**config.mk**
```make
export PLATFORM = sky130hd
export DESIGN_NAME = decoder_scan_sequencer
export DESIGN_NICKNAME = d
export VERILOG_FILES = /design/src/rtl/decoder_scan_sequencer.sv
export SDC_FILE = /design/constraint.sdc
export NUM_CORES = 1
export LEC_CHECK = 0
export ABC_AREA = 1
export BUFFER_PORTS_ARGS = -buffer_cell sky130_fd_sc_hd__buf_2
export CORE_ASPECT_RATIO = 1.2
export CORE_MARGIN = 2
export CORE_UTILIZATION = 30
export CTS_BUF_LIST = sky130_fd_sc_hd__clkbuf_4
export DETAILED_ROUTE_END_ITERATION = 10
export SLEW_MARGIN = 20
export SYNTH_ARGS = -nofsm -noshare
export SYNTH_HDL_FRONTEND = slang
export SYNTH_SLANG_ARGS = --single-unit
```
**constraint.sdc**
```tcl
create_clock -name CLK -period 3.51 [get_ports CLK]
set_clock_uncertainty 0.15 [all_clocks]
set_input_delay 1.053 -clock CLK [delete_from_list [all_inputs] [get_ports CLK]]
set_output_delay 1.053 -clock CLK [all_outputs]
set_load 0.05 [all_outputs]
```
**src/rtl/decoder_scan_sequencer.sv**
```systemverilog
// decoder_scan_sequencer
// Produces the 4-bit index that drives a 4-to-16 one-hot decoder. The index
// steps from 0 up to a captured LAST and holds each value for DWELL+1 enabled
// cycles. In single-sweep mode it returns to idle after the sweep. In
// continuous mode it wraps back to 0. TICK marks each new index after the
// first one, and DONE marks the end of each sweep. Every output is a flop.
module decoder_scan_sequencer #(
  parameter int DWELL_WIDTH = 8
) (
  input  logic                   CLK,
  input  logic                   ASYNCRESET,
  input  logic                   EN,
  input  logic                   MODE,
  input  logic                   START,
  input  logic                   STOP,
  input  logic [3:0]             LAST,
  input  logic [DWELL_WIDTH-1:0] DWELL,
  output logic [3:0]             O,
  output logic                   VALID,
  output logic                   TICK,
  output logic                   DONE
);

  typedef enum logic [0:0] {
    ST_IDLE = 1'b0,
    ST_SCAN = 1'b1
  } state_t;

  localparam logic [DWELL_WIDTH-1:0] CNT_ZERO = {DWELL_WIDTH{1'b0}};
  localparam logic [DWELL_WIDTH-1:0] CNT_ONE  = {{(DWELL_WIDTH-1){1'b0}}, 1'b1};

  // Sequencer state and parameters captured when a START is accepted
  state_t                 state_q, state_d;
  logic [DWELL_WIDTH-1:0] cnt_q,   cnt_d;
  logic [DWELL_WIDTH-1:0] dwell_q, dwell_d;
  logic [3:0]             last_q,  last_d;
  logic                   mode_q,  mode_d;

  // Output flops
  logic [3:0]             o_q,     o_d;
  logic                   valid_q, valid_d;
  logic                   tick_q,  tick_d;
  logic                   done_q,  done_d;

  // Next-state logic: accept START in idle, step through indices while scanning
  always_comb begin
    state_d = state_q;
    cnt_d   = cnt_q;
    dwell_d = dwell_q;
    last_d  = last_q;
    mode_d  = mode_q;
    o_d     = o_q;
    tick_d  = 1'b0;
    done_d  = 1'b0;

    case (state_q)
      ST_IDLE: begin
        o_d   = 4'd0;
        cnt_d = CNT_ZERO;
        if (START && !STOP && EN) begin
          // The captured values stay fixed for the whole run.
          last_d  = LAST;
          dwell_d = DWELL;
          mode_d  = MODE;
          state_d = ST_SCAN;
        end else begin
          state_d = ST_IDLE;
        end
      end

      ST_SCAN: begin
        if (STOP) begin
          // An abort ends the sweep without a DONE or TICK pulse.
          state_d = ST_IDLE;
          o_d     = 4'd0;
          cnt_d   = CNT_ZERO;
        end else if (!EN) begin
          state_d = ST_SCAN;
        end else if (cnt_q < dwell_q) begin
          cnt_d = cnt_q + CNT_ONE;
        end else begin
          cnt_d = CNT_ZERO;
          if (o_q != last_q) begin
            o_d    = o_q + 4'd1;
            tick_d = 1'b1;
          end else if (mode_q) begin
            // End of a single sweep: return to idle.
            state_d = ST_IDLE;
            o_d     = 4'd0;
            done_d  = 1'b1;
          end else begin
            // End of a continuous sweep: wrap to 0, which also counts as a new index.
            o_d    = 4'd0;
            done_d = 1'b1;
            tick_d = 1'b1;
          end
        end
      end

      default: begin
        state_d = ST_IDLE;
        o_d     = 4'd0;
        cnt_d   = CNT_ZERO;
      end
    endcase

    valid_d = (state_d == ST_SCAN);
  end

  // State and output registers, cleared immediately by ASYNCRESET
  always_ff @(posedge CLK or posedge ASYNCRESET) begin
    if (ASYNCRESET) begin
      state_q <= ST_IDLE;
      cnt_q   <= CNT_ZERO;
      dwell_q <= CNT_ZERO;
      last_q  <= 4'd0;
      mode_q  <= 1'b0;
      o_q     <= 4'd0;
      valid_q <= 1'b0;
      tick_q  <= 1'b0;
      done_q  <= 1'b0;
    end else begin
      state_q <= state_d;
      cnt_q   <= cnt_d;
      dwell_q <= dwell_d;
      last_q  <= last_d;
      mode_q  <= mode_d;
      o_q     <= o_d;
      valid_q <= valid_d;
      tick_q  <= tick_d;
      done_q  <= done_d;
    end
  end

  assign O     = o_q;
  assign VALID = valid_q;
  assign TICK  = tick_q;
  assign DONE  = done_q;

endmodule

```
Word-level counts from Yosys, hierarchy flattened
Cells that the tools add are included.

word-level totals
  word-level logic and storage cells = 45
  output and inout port bits = 7
  register bits = 28
  input port bits = 18

operators by class
  add/sub/neg operators = 2
  magnitude comparators = 1
  muxes and demuxes = 25
  reduce and logical (&&, ||, !) cells = 5
  bitwise logic cells = 1
  eq/ne operators = 3

operators with widths
  kind                                          number
  two-way mux 8 bit                             3
  two-way mux 4 bit                             4
  one-hot mux 8 bit (2 select lines)            1
  two-way mux 1 bit                             15
  adder 8 x 1 -> 8 bit (second input constant)  1
  < comparator 8 bit                            1
  one-hot mux 4 bit (2 select lines)            1
  != test 3 bit (second input constant)         2
  adder 4 x 1 -> 4 bit (second input constant)  1
  != test 4 bit                                 1
  AND reduction 2 bit                           2
  logical AND 1 bit                             2
  one-hot mux 1 bit (2 select lines)            1
  logical NOT 1 bit                             1
  NOT 1 bit                                     1

Longest topological paths before layout
Gate-level depths: netlist of the first run.

  word-level depth = 6
  depth in mapped cells = 11
  gate-level depth less buffers = 11

Least setup slack after synthesis of the first run
Ideal clock, no wire load.

  path type = input to register
  from = input port STOP
  to = register cnt_q[3]
  required time = 3.240 ns
  setup time = 0.120 ns
  buffers on the path = 0
  path slack = 1.529 ns
  arrival time = 1.712 ns
  cell stages on the path = 7
  path through = nor2_4 -> inv_2 -> nor2_4 -> inv_4 -> nand2_1 -> xor2_1 -> nor2_1

on the way
  cells in the longest elaborated chain, start to end = 2
  elaborated cells on any way between the ends = 3
  classes of those cells = eq/ne (1); mux (2)

ends and longest elaborated chain
  what                                line  RTL
  from (decl)                         15    input logic STOP,
  two-way mux 8 bit                   72    if (STOP) begin
  one-hot mux 8 bit (2 select lines)  56    case (state_q)
  to (signal assigned)                124   cnt_q <= cnt_d;
  to (decl)                           34    logic [DWELL_WIDTH-1:0] cnt_q, cnt_d;

Several ways; a longest one is shown, not always the timed one.
A chain may end at the register's enable or synchronous reset.

Final worst setup path of the first run
  from = register o_q[0], in the netlist O[0]
  to = output port O[0]

RTL lines
  what                    line  RTL
  from (decl)             40    logic [3:0] o_q, o_d;
  from (signal assigned)  118   o_q <= 4'd0;
  from (signal assigned)  128   o_q <= o_d;
  to (decl)               18    output logic [3:0] O,

No word-level cell between the ends.

==> summary.md, run 1 <==
| Metric | Value |
|---|---|
| Remaining antenna violation count after routing | `0` |
| Setup Viol. Count Final | `0` |
| CTS root buf | `clkbuf_4` |
| Largest area contributor in the netlist | `dfrtp_1` |
| CP cell instances | `buf_2` |
| Synth cell types | `21` |
| Final Hold Vio Count | `0` |
| GRT Overall Usage | `11.66%` |
| Leading cell type by number of instances after synthesis | `nand2_1` |
| Chip height | `80.62 um` |
| Core area | `4662 um^2` |
| Port bufs | `24` |
| Clock Pin Slew Worst Setup and Hold Paths | `160 ps` |
| Worst Path Arrival | `1120 ps` |
| Lkg Pwr | `0.9157 nW` |
| Initial antenna violation count | `0` |
| Synth top area share | `47.74%` |
| Cells after Synth | `179` |
| Worst path bufs/invs | `1` |
| Worst EP required | `2310 ps` |
| Clk pwr share | `20.9%` |
| GPL Wtd Cong | `0.7664` |
| Mapped cell area | `1468 um^2` |
| CTS Hold Buffers Added | `0` |
| Die X | `67.85 um` |
| Worst stage delay on the critical path | `490 ps` |
| CTS tree | `yes` |
| Yosys Warn Count | `0` |
| Startpoint types | `flop` |
| Post-synthesis async set-or-reset flop share | `100.0%` |
| Fin nets | `235` |
| Top-Level Pins | `25` |
| Combinational Power Share | `33.9%` |
| Worst min-delay path category | `reg2reg` |
| Post-CTS Setup Inserts | `0` |
| Skew-Pair Late Insertion Delay | `320 ps` |
| ANT cells | `0` |
| Max cap viols | `0` |
| Ys flop type | `dfrtp_1` |
| Post-synth top cells | `nand2_1, dfrtp_1, nor2_1, inv_1, nand3_1` |
| CTS Buf Count | `3` |
| Vias in the first global route | `1,108` |
| Pin count of the biggest net entering global routing | `29` |
| Syn avg cell area | `8.199 um^2` |
| Post-synthesis net count | `206` |
| EDFF count, synth | `0` |
| Initial Utilization | `31.48%` |
| GRT overflow | `0` |
| DRC Markers | `0` |
| Post-synthesis register bit count | `28` |
| Achievable clock frequency | `430.7 MHz` |
| Slew HR | `75.00%` |
| Die Area | `5470 um^2` |
| Internal power | `0.6368 mW` |
| Unrepaired setup endpoints after global routing | `no` |
| Pwr Density | `589.2 nW/um^2` |
| Drt wl/cell | `10.85 um` |
| Worst Setup Path Type | `reg2out` |
| Crit-path slowest cell | `dfrtp_1` |
| Global-route wire length before repair | `4788 um` |
| Vias after detailed routing | `1,168` |
| CTS resizes | `0` |
| Vias/cell | `4.408` |
| Seq/Total Area, Yosys | `47.74%` |
| Sw Pwr | `0.3754 mW` |
| Crit share post-route | `66.15%` |
| Dpl hpwl | `2244 um` |
| Share of cells above drive strength 1 | `18.84%` |
| Synth area leaders | `dfrtp_1, nand2_1, ha_1` |
| Post-Route Utilization | `36.85%` |
| Critical Path End Type | `primary output` |
| Outcome | `completed` |
| Crit path max-delay family | `flip-flops` |
| Reg power frac | `45.2%` |
| H-tree levels | `1` |
| Detailed-router iteration count before antenna repair | `4` |
| Net Sw Frac | `37.09%` |
| Worst-Margin Slew | `375.0 ps` |
| Row count | `27` |
| Crit Path Max Fanout | `6` |
| Clock sink count | `28` |
| Max Buffers Root-to-Sink | `2` |
| Drt total wl | `2876 um` |
| Max-slew violations | `0` |
| Setup TNS | `0 ps` |
| Clock period minus worst slack | `2322 ps` |
| DR iter-0 viols | `58` |
| Synth-to-layout area growth | `17.05%` |
| VDD IR max | `0.1763 mV` |
==> kinds of logic (layout without fill, tap and decap cells) <==
group,count (synthesis),in the layout,synth area share [%]
xor gates and xnor gates,9,9,5.371
buffers and inverters,23,51,6.224
and+or+nand+nor,96,96,28.05
DFF,28,28,47.74
AOI/OAI and AO/OA,14,14,4.945
adders and majority gates,9,9,7.673
==> final timing paths <==
check | start | to | slack [ps] | cells past startpoint
hold reg to reg | dwell_q[0] | dwell_q[0] | 350 | 2
setup reg to reg | cnt_q[5] | VALID | 1670 | 7
min in group asynchronous | ASYNCRESET | dwell_q[3] | 600 | 3
hold / removal | dwell_q[0] | dwell_q[0] | 350 | 2
max in group asynchronous | ASYNCRESET | cnt_q[5] | 2320 | 3
setup / recovery | O[0] | O[0] | 1190 | 1
==> layout by cell type (no fill, tap or decap), drive strengths merged <==
master	Yosys	final
clkbuf	0	3
ha	9	9
nor2	22	22
buf	2	26
nand2	58	58
nand3	12	12
xor2	7	7
nand4	2	2
o21a	1	1
nor3	1	1
dfrtp	28	28
a21oi	3	3
and3	1	1
o21ai	10	10
xnor2	2	2
inv	21	21
bufinv	0	1
==> routing by layer <==
metal	routed length [um]	GRT usage, %	share of wire, %	up-vias
met5	0	0	0	-
met4	24	4.200	0.83	0
met3	108	1.821	3.8	2
met2	1383	19.22	48	21
met1	1360	15.22	47	527
li1	-	-	-	618
==> sequential cells by signal, summed over array words and instances, names as in the netlist <==
signal / cells
O: 4
last_q: 4
cnt_q: 8
TICK: 1
dwell_q: 8
VALID: 1
DONE: 1
mode_q: 1
==> final cells by class <==
cell class	count	area, um^2
sequential	28	700.7
multi-input combinational	128	675.6
inverter	21	81.33
tap	58	72.57
fill	503	2944
timing repair buffer	26	135.1
clock buffer	3	22.52
clock inverter	1	30.03
==> through the flow <==
step	worst slack (ps)	cells	hold WS (ps)	power [mW]	instance area, um^2
detailed placement	1228	261	315.3	0.8167	1665
global placement	1256	261	317.2	0.8082	1665
finish	1188	265	349.4	1.012	1718
CTS	1155	265	354.5	1.031	1718
global route	1137	265	375.9	1.099	1718
floorplan	1529	179	292.2	0.7217	1468
==> worst register-to-register path: stages, from the launching register on <==
cell and delay, ps:
dfrtp_1 480, ha_1 340, a21oi_1 70, o21a_1 190
nand2_1 110, nand2_1 100, nand2_2 150, nand3_1 130
==> power by group through the flow <==
stage	combinational, mW	clock (mW)	sequential, mW
4_1_cts	0.351	0.221	0.459
3_3_place_gp	0.343	0	0.465
5_1_grt	0.402	0.231	0.466
6_report	0.343	0.211	0.457
3_5_place_dp	0.351	0	0.466
2_1_floorplan	0.227	0	0.494
Note: power is estimated with default switching activity, not from simulation.
==> run 2, diff against run 1 <==
--- a/config.mk
+++ b/config.mk
@@ -5,7 +5,7 @@
 export SDC_FILE = /design/constraint.sdc
 export NUM_CORES = 1
 export LEC_CHECK = 0
-export ABC_AREA = 1
+export ABC_AREA = 0
 export BUFFER_PORTS_ARGS = -buffer_cell sky130_fd_sc_hd__buf_2
 export CORE_ASPECT_RATIO = 1.2
 export CORE_MARGIN = 2
==> constraint.sdc (replaced) <==
create_clock -name CLK -period 2.3 [get_ports CLK]
set_clock_uncertainty 0.15 [all_clocks]
set_input_delay 0.69 -clock CLK [delete_from_list [all_inputs] [get_ports CLK]]
set_output_delay 0.69 -clock CLK [all_outputs]
set_load 0.05 [all_outputs]
==> summary.md, run 2 <==
| Metric | Value |
|---|---|
| Unrepaired setup endpoints after global routing | `no` |
| Synth cell types | `38 (+81%)` |
| CTS resizes | `0 (unchanged)` |
| Post-synthesis register bit count | `28 (unchanged)` |
| Post-CTS Setup Inserts | `0 (unchanged)` |
| Reg-to-Reg Start | `cnt_q[1]` |
| Syn avg cell area | `10.07 um^2 (+23%)` |
| Core area | `4628 um^2 (-0.72%)` |
| Synth-to-layout area growth | `20.39%` |
| Synth top area share | `47.99% (+0.25 points)` |
| Post-synthesis async set-or-reset flop share | `100.0% (unchanged)` |
| ANT cells | `0 (unchanged)` |
| Die Area | `5444 um^2 (-0.48%)` |
| Initial Utilization | `31.55% (+0.068 points)` |
| Drt total wl | `2969 um (+3.2%)` |
| Setup TNS | `0 ps (unchanged)` |
| Worst Reg-to-Reg Cells | `5 (-2)` |
| Initial antenna violation count | `0 (unchanged)` |
| Synth area leaders | `dfrtp_1, ha_1, o21ai_0` |
| Fin nets | `203 (-14%)` |
| Global-route wire length before repair | `5119 um (+6.9%)` |
| Cells after Synth | `145 (-19%)` |
| Mapped cell area | `1460 um^2 (-0.51%)` |
| Row count | `27 (unchanged)` |
| Vias in the first global route | `1,145 (+3.3%)` |
| GRT Overall Usage | `12.20% (+0.54 points)` |
| Vias after detailed routing | `1,128 (-3.4%)` |
| GPL Wtd Cong | `0.7774 (+1.4%)` |
| Overall power | `1.101 mW (+8.8%)` |
| Skew-Pair Late Insertion Delay | `330 ps (about the same)` |
| CTS root buf | `clkbuf_4` |
| Post-synthesis net count | `172 (-17%)` |
| Detailed-router iteration count before antenna repair | `4 (unchanged)` |
| Max Buffers Root-to-Sink | `2 (unchanged)` |
| DRC Markers | `0 (unchanged)` |
| Worst Setup Path Type | `reg2reg` |
| Max cap viols | `0 (unchanged)` |
| GRT overflow | `0 (unchanged)` |
| Startpoint types | `flop` |
| Pwr Density | `626.2 nW/um^2 (+6.3%)` |
| Crit share post-route | `93.29%` |
| CTS tree | `yes` |
| Most frequent cells in the layout | `dfrtp_1, buf_2, o21ai_0, nand2_1` |
| Drt wl/cell | `12.74 um (+17%)` |
| Worst EP required | `2420 ps (+110 ps)` |
| EDFF count, synth | `0 (unchanged)` |
| Ys flop type | `dfrtp_1` |
| Pin count of the biggest net entering global routing | `29 (unchanged)` |
| Worst Path Arrival | `2260 ps (+1140 ps)` |
| Largest regs | `cnt_q: 8 flops, dwell_q: 8 flops` |
| Yosys Warn Count | `0 (unchanged)` |
| Reg-to-reg endpoint | `cnt_q[0]` |
| FF-to-FF setup slack | `150 ps (-1520 ps)` |
| VDD IR max | `0.2053 mV (+16%)` |
| Die X | `67.69 um (-0.24%)` |
| Setup Viol. Count Final | `0 (unchanged)` |
| Clock period minus worst slack | `2146 ps` |
| Worst min-delay path category | `in2async` |
| Leading cell type by number of instances after synthesis | `dfrtp_1` |
| Chip height | `80.43 um (-0.24%)` |
| Clock sink count | `28 (unchanged)` |
| Critical Path End Type | `flop` |
| Worst-Margin Slew | `403.2 ps (+28.22 ps)` |
| Seq/Total Area, Yosys | `47.99% (+0.25 points)` |
| Slew HR | `72.77% (-2.2 points)` |
| Max-slew violations | `0 (unchanged)` |
| DR iter-0 viols | `41 (-29%)` |
| Achievable clock frequency | `466.1 MHz` |
| Outcome | `completed` |
| Crit Path Max Fanout | `5 (-1)` |
| Vias/cell | `4.841 (+9.8%)` |
| H-tree levels | `1 (unchanged)` |
| CTS Buf Count | `3 (unchanged)` |
| Final Hold Vio Count | `0 (unchanged)` |
| Most common cell after layout, fill and taps aside | `dfrtp_1` |
| CTS Hold Buffers Added | `0 (unchanged)` |
| Lkg Pwr | `0.8461 nW (-7.6%)` |
| Post-synth top cells | `dfrtp_1, o21ai_0, nand2_1, inv_1, nor2_1` |
| Port bufs | `24 (unchanged)` |
| Remaining antenna violation count after routing | `0 (unchanged)` |
| Top-Level Pins | `25 (unchanged)` |
| Share of cells above drive strength 1 | `25.71% (+6.9 points)` |
| Dpl hpwl | `2306 um (+2.8%)` |
| Clock Pin Slew Worst Setup and Hold Paths | `160 ps (about the same)` |
| Largest area contributor in the netlist | `dfrtp_1` |
run 2: layer usage:
metal	wire, um	vias to the layer above	global-route usage [%]	part of all wire [%]
met5	0	-	0	0
met4	20	0	3.061	0.67
met3	79	2	1.681	2.7
met2	1603	10	21.37	54
met1	1266	543	15.45	43
li1	-	573	-	-
run 2: layout make-up:
cell class / instances / area, um^2
Clock buffer: 3 / 22.52
Clock inverter: 1 / 30.03
Fill cell: 480 / 2870
Inverter: 10 / 37.54
Multi-Input combinational cell: 103 / 716.9
Sequential cell: 28 / 700.7
Tap cell: 58 / 72.57
Timing Repair Buffer: 30 / 177.7
run 2: worst max-delay path, stage by stage, from the launching register on:
cell	delay, ps
dfrtp_1	450
ha_1	300
a2111o_1	430
a31o_1	300
or3_1	330
a21oi_2	130
run 2: how the worst max path moves through the flow:
stage          endpoint      from
3_5_place_dp   cnt_q[0]  cnt_q[5]
4_1_cts        cnt_q[0]  cnt_q[5]
5_1_grt        cnt_q[4]  cnt_q[1]
3_3_place_gp   cnt_q[0]  cnt_q[1]
6_report       cnt_q[0]  cnt_q[1]
2_1_floorplan      O[3]      O[1]
run 2: through the flow:
stage | utilization [%] | cell area, um^2 | worst slack, ps | cells | hold slack, ps
after detailed placement | 36.74 | 1700 | 165.1 | 229 | 369.0
after CTS | 37.88 | 1753 | 105.6 | 233 | 252.6
after global placement | 36.74 | 1700 | 212.5 | 229 | 352.9
after floorplan | - | 1460 | 64.36 | 145 | 331.8
after global routing | 37.98 | 1758 | 33.73 | 233 | 253.5
final | 37.98 | 1758 | 154.4 | 233 | 236.9
run 2: report_power, final:
group          switching, mW  internal, mW  total (mW)
registers             0.0225         0.543       0.566
logic                  0.117        0.0889       0.206
clock network          0.153         0.176       0.329
total                  0.293         0.808        1.10
run 2: cell families after synthesis:
logic type	synth area share, %
and+or+nand+nor	15.77
AOI/OAI and AO/OA	15.68
DFF	47.99
buffers and inverters	3.599
xor gates and xnor gates	5.399
adders and majority gates	7.712
muxes	3.856
==> run 3, diff against run 2 <==
--- a/config.mk
+++ b/config.mk
@@ -11,7 +11,9 @@
 export CORE_MARGIN = 2
 export CORE_UTILIZATION = 30
 export CTS_BUF_LIST = sky130_fd_sc_hd__clkbuf_4
+export CTS_CLUSTER_DIAMETER = 100
 export DETAILED_ROUTE_END_ITERATION = 10
+export SETUP_SLACK_MARGIN = 0.4
 export SLEW_MARGIN = 20
 export SYNTH_ARGS = -nofsm -noshare
 export SYNTH_HDL_FRONTEND = slang
==> summary.md, run 3 (synthesis gave the netlist of run 2 again) <==
| Metric | Value |
|---|---|
| CTS Buf Count | `3 (unchanged)` |
| Detailed-router iteration count before antenna repair | `4 (unchanged)` |
| Crit Path Max Fanout | `4 (-1)` |
| Combinational Power Share | `24.8% (+6.1 points)` |
| Port bufs | `24 (unchanged)` |
| Most frequent cells in the layout | `dfrtp_1, buf_2, buf_4, o21ai_0, nand2_1` |
| Crit-path slowest cell | `a2111o_1` |
| Pin count of the biggest net entering global routing | `29 (unchanged)` |
| Vias/cell | `4.910 (+1.4%)` |
| Internal power | `0.7206 mW (-11%)` |
| Unrepaired setup endpoints after global routing | `yes` |
| Worst stage delay on the critical path | `500 ps (+50 ps)` |
| Fillers | `471 (-1.9%)` |
| Synth-to-layout area growth | `31.28%` |
| Fin nets | `215 (+5.9%)` |
| Die Area | `5444 um^2 (unchanged)` |
| Vias after detailed routing | `1,203 (+6.6%)` |
| Final Hold Vio Count | `0 (unchanged)` |
| Worst min-delay path category | `in2async` |
| Share of cells above drive strength 1 | `37.97% (+12 points)` |
| H-tree levels | `1 (unchanged)` |
| ANT cells | `0 (unchanged)` |
| Crit share post-route | `90.34% (-2.9 points)` |
| Critical Path End Type | `flop` |
| Initial Utilization | `31.55% (unchanged)` |
| CTS tree | `yes` |
| Worst path bufs/invs | `0 (unchanged)` |
| Max Buffers Root-to-Sink | `2 (unchanged)` |
| Dpl hpwl | `2185 um (-5.2%)` |
| Worst-Margin Slew | `453.3 ps (+50.09 ps)` |
| Global-route wire length before repair | `5195 um (+1.5%)` |
| Achievable clock frequency | `481.3 MHz (+3.3%)` |
| Sw Pwr | `0.3105 mW (+6.1%)` |
| Worst Path Arrival | `2200 ps (-60 ps)` |
| Vias in the first global route | `1,184 (+3.4%)` |
| Clock sink count | `28 (unchanged)` |
| DRC Markers | `0 (unchanged)` |
| CTS root buf | `clkbuf_4` |
| Worst EP required | `2430 ps (about the same)` |
| Area of the multi-input gates | `787.0 um^2 (+9.8%)` |
| Remaining antenna violation count after routing | `0 (unchanged)` |
| Die X | `67.69 um (unchanged)` |
| CTS Hold Buffers Added | `0 (unchanged)` |
| Most common cell after layout, fill and taps aside | `dfrtp_1` |
| Drt total wl | `3225 um (+8.6%)` |
| Largest regs | `cnt_q: 8 flops, dwell_q: 8 flops` |
| Core area | `4628 um^2 (unchanged)` |
| DR iter-0 viols | `101 (+150%)` |
| GRT overflow | `0 (unchanged)` |
| Crit path setup slack, layout | `222.2 ps (+67.82 ps)` |
| Skew-Pair Late Insertion Delay | `330 ps (about the same)` |
| Dpl ws | `200.4 ps (+35.22 ps)` |
| Initial antenna violation count | `0 (unchanged)` |
| Lkg Pwr | `0.8973 nW (+6.1%)` |
| Drt wl/cell | `13.16 um (+3.3%)` |
| GPL Wtd Cong | `0.8291 (+6.7%)` |
| Pwr Density | `537.9 nW/um^2 (-14%)` |
| GRT Overall Usage | `12.63% (+0.43 points)` |
| Reg power frac | `55.0% (+3.6 points)` |
| Clk pwr share | `20.3% (-9.6 points)` |
| Register area | `705.7 um^2 (+0.71%)` |
| Row count | `27 (unchanged)` |
| Net Sw Frac | `30.11% (+3.5 points)` |
| Top-Level Pins | `25 (unchanged)` |
| Max cap viols | `0 (unchanged)` |
| Startpoint types | `flop` |
| Crit path max-delay family | `compound AO/OA/AOI/OAI gates` |
| Setup TNS | `0 ps (unchanged)` |
| Clock period minus worst slack | `2078 ps (-67.82 ps)` |
| VDD IR max | `0.1910 mV (-6.9%)` |
| Overall power | `1.031 mW (-6.3%)` |
| Outcome | `completed` |
| Slew HR | `69.39% (-3.4 points)` |
| Max-slew violations | `0 (unchanged)` |
| CP cell instances | `ha_1 > a2111o_1 > a31o_1 > or3_1 > a21oi_2` |
| Worst Setup Path Type | `reg2reg` |
| Chip height | `80.43 um (unchanged)` |
| Clock Pin Slew Worst Setup and Hold Paths | `140 ps (-20 ps)` |
| Setup Viol. Count Final | `0 (unchanged)` |
## run 3: changes by cell type in the layout (fill, tap and decap cells not counted), sizes merged
cell	before	now
bufinv	1	0
clkbuf	3	7
buf	30	38
clkinv	0	1
## run 3: layout make-up
cell class / count / share of cell area, %
Inverter: 10 / 1.958
Timing Repair Buffer: 42 / 15.01
Multi-Input combinational cell: 103 / 41.06
Tap cell: 58 / 3.786
Clock inverter: 1 / 0.1958
Clock buffer: 3 / 1.175
Sequential cell: 28 / 36.81
## run 3: metrics by stage
step	instance area [um^2]	utilization (%)	std cells	hold WS [ps]
2_1_floorplan	1471	-	145	331.8
3_3_place_gp	1703	36.79	228	365.3
3_5_place_dp	1703	36.79	228	366.0
4_1_cts	1814	39.20	240	256.3
5_1_grt	1917	41.42	245	293.7
6_report	1917	41.42	245	248.6
## run 3: worst paths after layout
| path | from | endpoint | slack, ps | cells past startpoint |
|---|---|---|---|---|
| max | cnt_q[1] | cnt_q[0] | 220 | 5 |
| min | ASYNCRESET | last_q[3] | 250 | 3 |
| max reg2reg | cnt_q[1] | cnt_q[0] | 220 | 5 |
| min reg2reg | dwell_q[0] | dwell_q[0] | 390 | 1 |
| max in group asynchronous | ASYNCRESET | O[1] | 1470 | 3 |
| min in group CLK | dwell_q[0] | dwell_q[0] | 390 | 1 |
## run 3: power groups by stage
stage	clock [mW]	sequential (mW)	combinational, mW
4_1_cts	0.223	0.567	0.218
3_5_place_dp	0	0.577	0.206
2_1_floorplan	0	0.575	0.141
3_3_place_gp	0	0.575	0.204
5_1_grt	0.237	0.573	0.287
6_report	0.209	0.567	0.255
## run 3: tightest hold or removal path, cell delays in order
cell and delay (ps):
buf_2 100, inv_1 50, buf_4 330
## run 3: repair_timing
item / CTS / global route
pin swaps: 4 / 7
setup endpoints to repair: 17 / 20
buffers inserted: 8 / 5
resized for setup: 7 / 19
## run 3: metal layers
layer / vias up / share of wire [%] / GRT usage [%] / routed length (um)
met5: - / 0 / 0 / 0
li1: 592 / - / - / -
met1: 582 / 43 / 15.02 / 1377
met2: 24 / 53 / 22.25 / 1701
met4: 0 / 1.4 / 5.102 / 44
met3: 5 / 3.1 / 1.821 / 101
